<file path="config.mk">
export PLATFORM = sky130hd
export DESIGN_NAME = id_ex_stage
export DESIGN_NICKNAME = d
export VERILOG_FILES = /design/src/rtl/id_ex_stage.sv
export SDC_FILE = /design/constraint.sdc
export NUM_CORES = 2
export LEC_CHECK = 0
export BUFFER_PORTS_ARGS = -buffer_cell sky130_fd_sc_hd__buf_2
export CORE_MARGIN = 2
export CORE_UTILIZATION = 45
export CTS_CLUSTER_DIAMETER = 150
export CTS_CLUSTER_SIZE = 8
export DETAILED_ROUTE_END_ITERATION = 6
export GPL_ROUTABILITY_DRIVEN = 1
export HOLD_SLACK_MARGIN = 0.12
export PLACE_DENSITY_LB_ADDON = 0.25
export SLEW_MARGIN = 25
export SYNTH_ARGS = -nofsm -noshare
export SYNTH_HDL_FRONTEND = slang
export SYNTH_SLANG_ARGS = --single-unit
</file>
<file path="constraint.sdc">
create_clock -name clk -period 2.2 [get_ports clk]
set_input_delay 0.33 -clock clk [delete_from_list [all_inputs] [get_ports clk]]
set_output_delay 0.33 -clock clk [all_outputs]
set_load 0.1 [all_outputs]
</file>
<file path="src/rtl/id_ex_stage.sv">
// Decode stage plus ID/EX pipeline register for a small MIPS subset.
// Holds the 32-entry register file with a write-through bypass from write-back.
module id_ex_stage #(
   parameter int NREG = 32,
   parameter int XLEN = 32
) (
   input  logic            clk,
   input  logic            rst_n,
   input  logic            ValidD,
   input  logic [31:0]     InstrD,
   input  logic            StallE,
   input  logic            FlushE,
   input  logic            RegWriteW,
   input  logic [4:0]      WriteRegW,
   input  logic [XLEN-1:0] ResultW,
   output logic            ValidE,
   output logic [2:0]      ALUControlE,
   output logic            ALUSrcE,
   output logic [XLEN-1:0] SignImmE,
   output logic [XLEN-1:0] RD1,
   output logic [XLEN-1:0] RD2,
   output logic            RegWriteE,
   output logic            MemToRegE,
   output logic            MemWriteE,
   output logic [4:0]      WriteRegE,
   output logic            IllegalE
);

   localparam logic [5:0] OP_RTYPE = 6'b000000;
   localparam logic [5:0] OP_ADDI  = 6'b001000;
   localparam logic [5:0] OP_ANDI  = 6'b001100;
   localparam logic [5:0] OP_ORI   = 6'b001101;
   localparam logic [5:0] OP_LW    = 6'b100011;
   localparam logic [5:0] OP_SW    = 6'b101011;
   localparam logic [5:0] F_ADD    = 6'b100000;
   localparam logic [5:0] F_AND    = 6'b100100;
   localparam logic [5:0] F_OR     = 6'b100101;
   localparam logic [2:0] ALU_ADD  = 3'b000;
   localparam logic [2:0] ALU_AND  = 3'b111;
   localparam logic [2:0] ALU_OR   = 3'b110;

   typedef struct packed {
      logic            valid;
      logic            illegal;
      logic [2:0]      alu;
      logic            src;
      logic [XLEN-1:0] imm;
      logic [XLEN-1:0] rd1;
      logic [XLEN-1:0] rd2;
      logic            regwrite;
      logic            memtoreg;
      logic            memwrite;
      logic [4:0]      wreg;
   } ex_bundle_t;

   logic [XLEN-1:0] regs [NREG];
   logic [5:0]      op;
   logic [5:0]      funct;
   logic [4:0]      rs;
   logic [4:0]      rt;
   logic [4:0]      rd;
   logic [15:0]     imm16;
   logic [XLEN-1:0] sign_imm;
   logic [XLEN-1:0] zero_imm;
   logic [XLEN-1:0] rd1_d;
   logic [XLEN-1:0] rd2_d;
   logic            wb_active;
   logic            legal;
   ex_bundle_t      d_bundle;
   ex_bundle_t      e_bundle;

   assign op       = InstrD[31:26];
   assign rs       = InstrD[25:21];
   assign rt       = InstrD[20:16];
   assign rd       = InstrD[15:11];
   assign funct    = InstrD[5:0];
   assign imm16    = InstrD[15:0];
   assign sign_imm = {{(XLEN-16){imm16[15]}}, imm16};
   assign zero_imm = {{(XLEN-16){1'b0}}, imm16};

   // r0 is never written, so it stays at its reset value of zero.
   always_ff @(posedge clk or negedge rst_n) begin
      if (!rst_n) begin
         for (int i = 0; i < NREG; i++) regs[i] <= '0;
      end else if (RegWriteW && (WriteRegW != 5'd0)) begin
         regs[WriteRegW] <= ResultW;
      end
   end

   assign wb_active = RegWriteW && (WriteRegW != 5'd0);

   // Write-through: a same-cycle write-back is visible to the decoding instruction.
   always_comb begin
      rd1_d = regs[rs];
      rd2_d = regs[rt];
      if (rs == 5'd0)                         rd1_d = '0;
      else if (wb_active && WriteRegW == rs)  rd1_d = ResultW;
      if (rt == 5'd0)                         rd2_d = '0;
      else if (wb_active && WriteRegW == rt)  rd2_d = ResultW;
   end

   // ValidD qualifies InstrD for one cycle; ValidE marks a real instruction in E,
   // with IllegalE flagging an unsupported encoding that travels as a bubble.
   always_comb begin
      d_bundle = '0;
      legal    = 1'b1;
      if (ValidD) begin
         d_bundle.valid = 1'b1;
         d_bundle.imm   = sign_imm;
         d_bundle.rd1   = rd1_d;
         d_bundle.rd2   = rd2_d;
         d_bundle.wreg  = rt;
         case (op)
            OP_RTYPE: begin
               d_bundle.wreg     = rd;
               d_bundle.regwrite = 1'b1;
               case (funct)
                  F_ADD:   d_bundle.alu = ALU_ADD;
                  F_AND:   d_bundle.alu = ALU_AND;
                  F_OR:    d_bundle.alu = ALU_OR;
                  default: legal = 1'b0;
               endcase
            end
            OP_ADDI: begin
               d_bundle.alu      = ALU_ADD;
               d_bundle.src      = 1'b1;
               d_bundle.regwrite = 1'b1;
            end
            OP_ANDI: begin
               d_bundle.alu      = ALU_AND;
               d_bundle.src      = 1'b1;
               d_bundle.regwrite = 1'b1;
               d_bundle.imm      = zero_imm;
            end
            OP_ORI: begin
               d_bundle.alu      = ALU_OR;
               d_bundle.src      = 1'b1;
               d_bundle.regwrite = 1'b1;
               d_bundle.imm      = zero_imm;
            end
            OP_LW: begin
               d_bundle.alu      = ALU_ADD;
               d_bundle.src      = 1'b1;
               d_bundle.regwrite = 1'b1;
               d_bundle.memtoreg = 1'b1;
            end
            OP_SW: begin
               d_bundle.alu      = ALU_ADD;
               d_bundle.src      = 1'b1;
               d_bundle.memwrite = 1'b1;
            end
            default: legal = 1'b0;
         endcase
         if (!legal) begin
            d_bundle         = '0;
            d_bundle.valid   = 1'b1;
            d_bundle.illegal = 1'b1;
         end
      end
   end

   // Flush beats stall; a stalled register ignores write-back updates to its operands.
   always_ff @(posedge clk or negedge rst_n) begin
      if (!rst_n) begin
         e_bundle <= '0;
      end else if (FlushE) begin
         e_bundle <= '0;
      end else if (!StallE) begin
         e_bundle <= d_bundle;
      end
   end

   assign ValidE      = e_bundle.valid;
   assign IllegalE    = e_bundle.illegal;
   assign ALUControlE = e_bundle.alu;
   assign ALUSrcE     = e_bundle.src;
   assign SignImmE    = e_bundle.imm;
   assign RD1         = e_bundle.rd1;
   assign RD2         = e_bundle.rd2;
   assign RegWriteE   = e_bundle.regwrite;
   assign MemToRegE   = e_bundle.memtoreg;
   assign MemWriteE   = e_bundle.memwrite;
   assign WriteRegE   = e_bundle.wreg;

endmodule

</file>
==> results.yml <==
final_layout:
  final_cells: 6199
  drive_gt1_frac: 0.499
  syn_to_final_growth_pct: 19.6
  final_util: 0.540
  nets: 4512
sta:
  fmax_ghz: 0.453
  worstMarginPinSlew_ns: 1.17
  hold_viol: 0
  slew_violations: 0
  hold_slack_ns: 0.165
  slew-limit-headroom: 0.216
  skew_ns: 0.0229
  min_period_over_period: 1.00
  setup_slack_ns: -0.00830
  min_period_ns: 2.21
  setup_viol: 1
  setup_tns_ns: -0.00830
worst_setup_path:
  cp_top_family: "flip-flops"
  r2r_cells: 6
  path_cells: "buf_2"
  critPathSlowestCell: "dfrtp_1"
  critPathRequiredTime_ns: 1.87
  worstPathArrival_ns: 1.88
  r2r-start: "regs[87]$_DFFE_PN0P_"
  r2r-end: "RD1[23]$_DFFE_PN0P_"
  max_stage_delay_ns: 0.57
  cp_max_fo: 3
  path_class: "flip-flop to primary output"
  worstPathBufferInverterCount: 1
  startpoint_type: "flip-flop"
  r2r_slack_ns: 0.10
  crit_path_end_kind: "primary output"
floorplanning:
  die_area_um2: 132000
  initial_core_util: 0.452
  ios: 185
  die_y_um: 364
  dieWidth_um: 364
  fp-row-count: 132
  design.core.area_um2: 129000
global_routing:
  grt_overflow: 0
  grt_usage: 0.312
  grt_pass1_wl_um: 299000
  grt_max_degree: 94
  antenna_found_initial: 22
  grt_pass1_vias: 41600
clocking:
  clock_path_buffers: 3
  cts.repair_timing.setup_buffer_count: 0
  cts_tree: "yes"
  h-tree-depth: 4
  clock_tree.root_cell: "clkbuf_16"
  cts_made_buffers: 157
  cts.sinks: 1118
  clk_pin_slew_ns: 0.05
  clk_latency_ns: 0.79
logic_synthesis:
  yosys.area_share.simple: 0.0201
  synth.top_cell.area_share: 0.480
  yosysWarningCount: 0
  synth_cells: 4092
  ys_ff_latch: 1118
  syn_nets: 4167
  synth_enable_flop_cells: 0
  ys_top_cells_by_area: "dfrtp_1 (48%), mux2_2 (19%), mux4_2 (13%), mux2i_1 (5.9%), clkbuf_1 (1.6%)"
  avgSynthCellArea_um2: 14.2
  syn-cell-area_um2: 58300
  synth-xor-area-share: 0.00150
  synth_top_family_by_area: "multiplexers"
  synth_mux_area_frac: 0.391
  synth_compound_area_frac: 0.0692
  synthAdderAreaFrac: 0
  synth_cell_types: 64
  ys_async_sr_fraction: 1.00
  ys.flop_type: "dfrtp_1"
  yosysTopAreaCell: "dfrtp_1"
  ys_seq_area_frac: 0.480
pwr:
  p_switching_mw: 16.6
  powerDensity_nw_per_um2: 865
  p_int_mw: 43.6
  pwr-share-clk: 0.362
  ir_drop_uv: 862
  p_leak_nw: 31.2
  seqPwrFrac: 0.449
  pwr-share-comb: 0.190
  p_sw_frac: 0.276
min_path:
  min_path_type: "input pin to flip-flop"
  min_path_cells: 3
  worstHoldStart: "ResultW[20]"
  hold-path-endpoint: "RD2[20]$_DFFE_PN0P_"
placed_design:
  io_buffers: 184
  dp_hpwl_um: 133000
  dp.cells: 5985
  place.gp.congestion: 0.868
  dp_slack_ns: -0.301
drt:
  wl_per_cell_um: 33.2
  dr.pass1.iters: 6
  via_count: 41200
  drcViolationCount: 0
  drtAntennaViolNets: 0
  routed_wl_um: 206000
  vias_per_cell: 6.65
  drtIter0Drc: 4452
run:
  drv_cap: 0
outcome:
  violations: "setup timing"
  status: "finished, violations left"
-- cell type report --
type | count | area, um2
clock inverter | 15 | 278
tap | 1742 | 2180
antenna | 6 | 15.0
fill | 10500 | 59300
inverter | 3 | 11.3
sequential | 1118 | 28000
timing repair buffer | 662 | 6900
multi-input combinational | 2495 | 28400
clock buffer | 158 | 3940
-- per-layer routing --
metal,share of wire,vias to the layer above,wire length (um),GRT usage
met5,0.00039,-,80,0
met4,0.041,14,8360,0.124
met3,0.093,516,19200,0.0718
met2,0.46,2319,94200,0.481
met1,0.41,22000,84200,0.429
li1,-,16400,-,-
-- metrics by stage --
step / area (um2) / power (mW)
final: 69700 / 60.3
after global routing: 69700 / 62.6
after CTS: 69600 / 60.5
after detailed placement: 65000 / 38.5
after global placement: 65000 / 38.1
after floorplan: 58300 / 34.4
-- state kept, by name, indices dropped and copies added, names as in the netlist --
name         count
RegWriteE        1
SignImmE        17
regs          1024
MemWriteE        1
ALUControlE      2
IllegalE         1
ValidE           1
RD2             32
ALUSrcE          1
MemToRegE        1
RD1             32
WriteRegE        5
-- what timing repair did --
action / in CTS / in global routing
gates cloned: 0 / 0
resized for setup: 5 / 24
endpoints found under the hold margin: 989 / 0
setup endpoints to repair: 21 / 20
hold buffers: 35 / 0
-- worst max path at each step --
stage	start	endpoint	slack, ns	cells past startpoint
finish	RD2[23]$_DFFE_PN0P_	RD2[23]	-0.008	1
global route	InstrD[31]	RegWriteE$_DFFE_PN0P_	-0.03	9
CTS	SignImmE[30]$_DFFE_PN0P_	SignImmE[28]	-0.08	1
detailed placement	InstrD[21]	RD1[17]$_DFFE_PN0P_	-0.30	8
global placement	InstrD[16]	RD2[0]$_DFFE_PN0P_	-0.29	10
floorplan	InstrD[21]	RD1[0]$_DFFE_PN0P_	0.09	7
-- cell usage after synthesis (3+ instances only) --
library cell,instances
a211o_1,22
a211oi_1,68
a21oi_1,24
a221o_1,22
a221oi_1,11
a22o_1,54
a22oi_1,109
a31oi_1,15
and2_1,3
and3_1,16
and4_1,15
buf_1,51
buf_2,113
buf_4,53
buf_6,7
buf_8,3
clkbuf_1,248
dfrtp_1,1118
inv_1,3
mux2_1,17
mux2_2,1006
mux2i_1,341
mux4_2,348
nand2_1,88
nand2b_1,4
nand3_1,29
nand3b_1,4
nor2_1,29
nor2b_1,9
nor3_1,7
nor3b_1,7
o2111ai_1,5
o211ai_1,5
o21ai_0,34
o21ai_1,25
o221ai_1,43
o22ai_1,69
o31ai_1,24
or2_2,3
xor2_1,8
-- cell families (layout without fill, tap and decap cells) --
family,after synthesis,count (layout)
other,0,6
multiplexers,1712,1712
AO/OA/AOI/OAI,544,544
flip-flops,1118,1118
AND/OR/NAND/NOR,229,229
XOR/XNOR,10,10
buffers and inverters,479,838
-- power groups by stage --
stage | logic, mW | clock network (mW) | registers, mW
floorplan | 8.16 | 0 | 26.3
global placement | 11.1 | 0 | 27.0
detailed placement | 11.3 | 0 | 27.2
CTS | 11.4 | 22.2 | 26.9
global route | 12.2 | 23.0 | 27.4
finish | 11.4 | 21.8 | 27.0
-- cell usage in the layout, fill, tap and decap left out, types with 21 or more instances in the layout --
cell / instances
dfrtp_1: 1117
mux2_2: 1006
mux4_2: 348
mux2i_1: 341
buf_4: 273
buf_12: 175
clkbuf_16: 157
buf_2: 154
a22oi_1: 109
nand2_1: 72
o22ai_1: 69
a211oi_1: 68
a22o_1: 54
o221ai_1: 43
dlygate4sd3_1: 35
o21ai_0: 33
nand3_1: 28
o21ai_1: 26
a21oi_1: 24
o31ai_1: 23
a211o_1: 22
a221o_1: 22
nor2_4: 21
(Power assumes the default switching activity.)
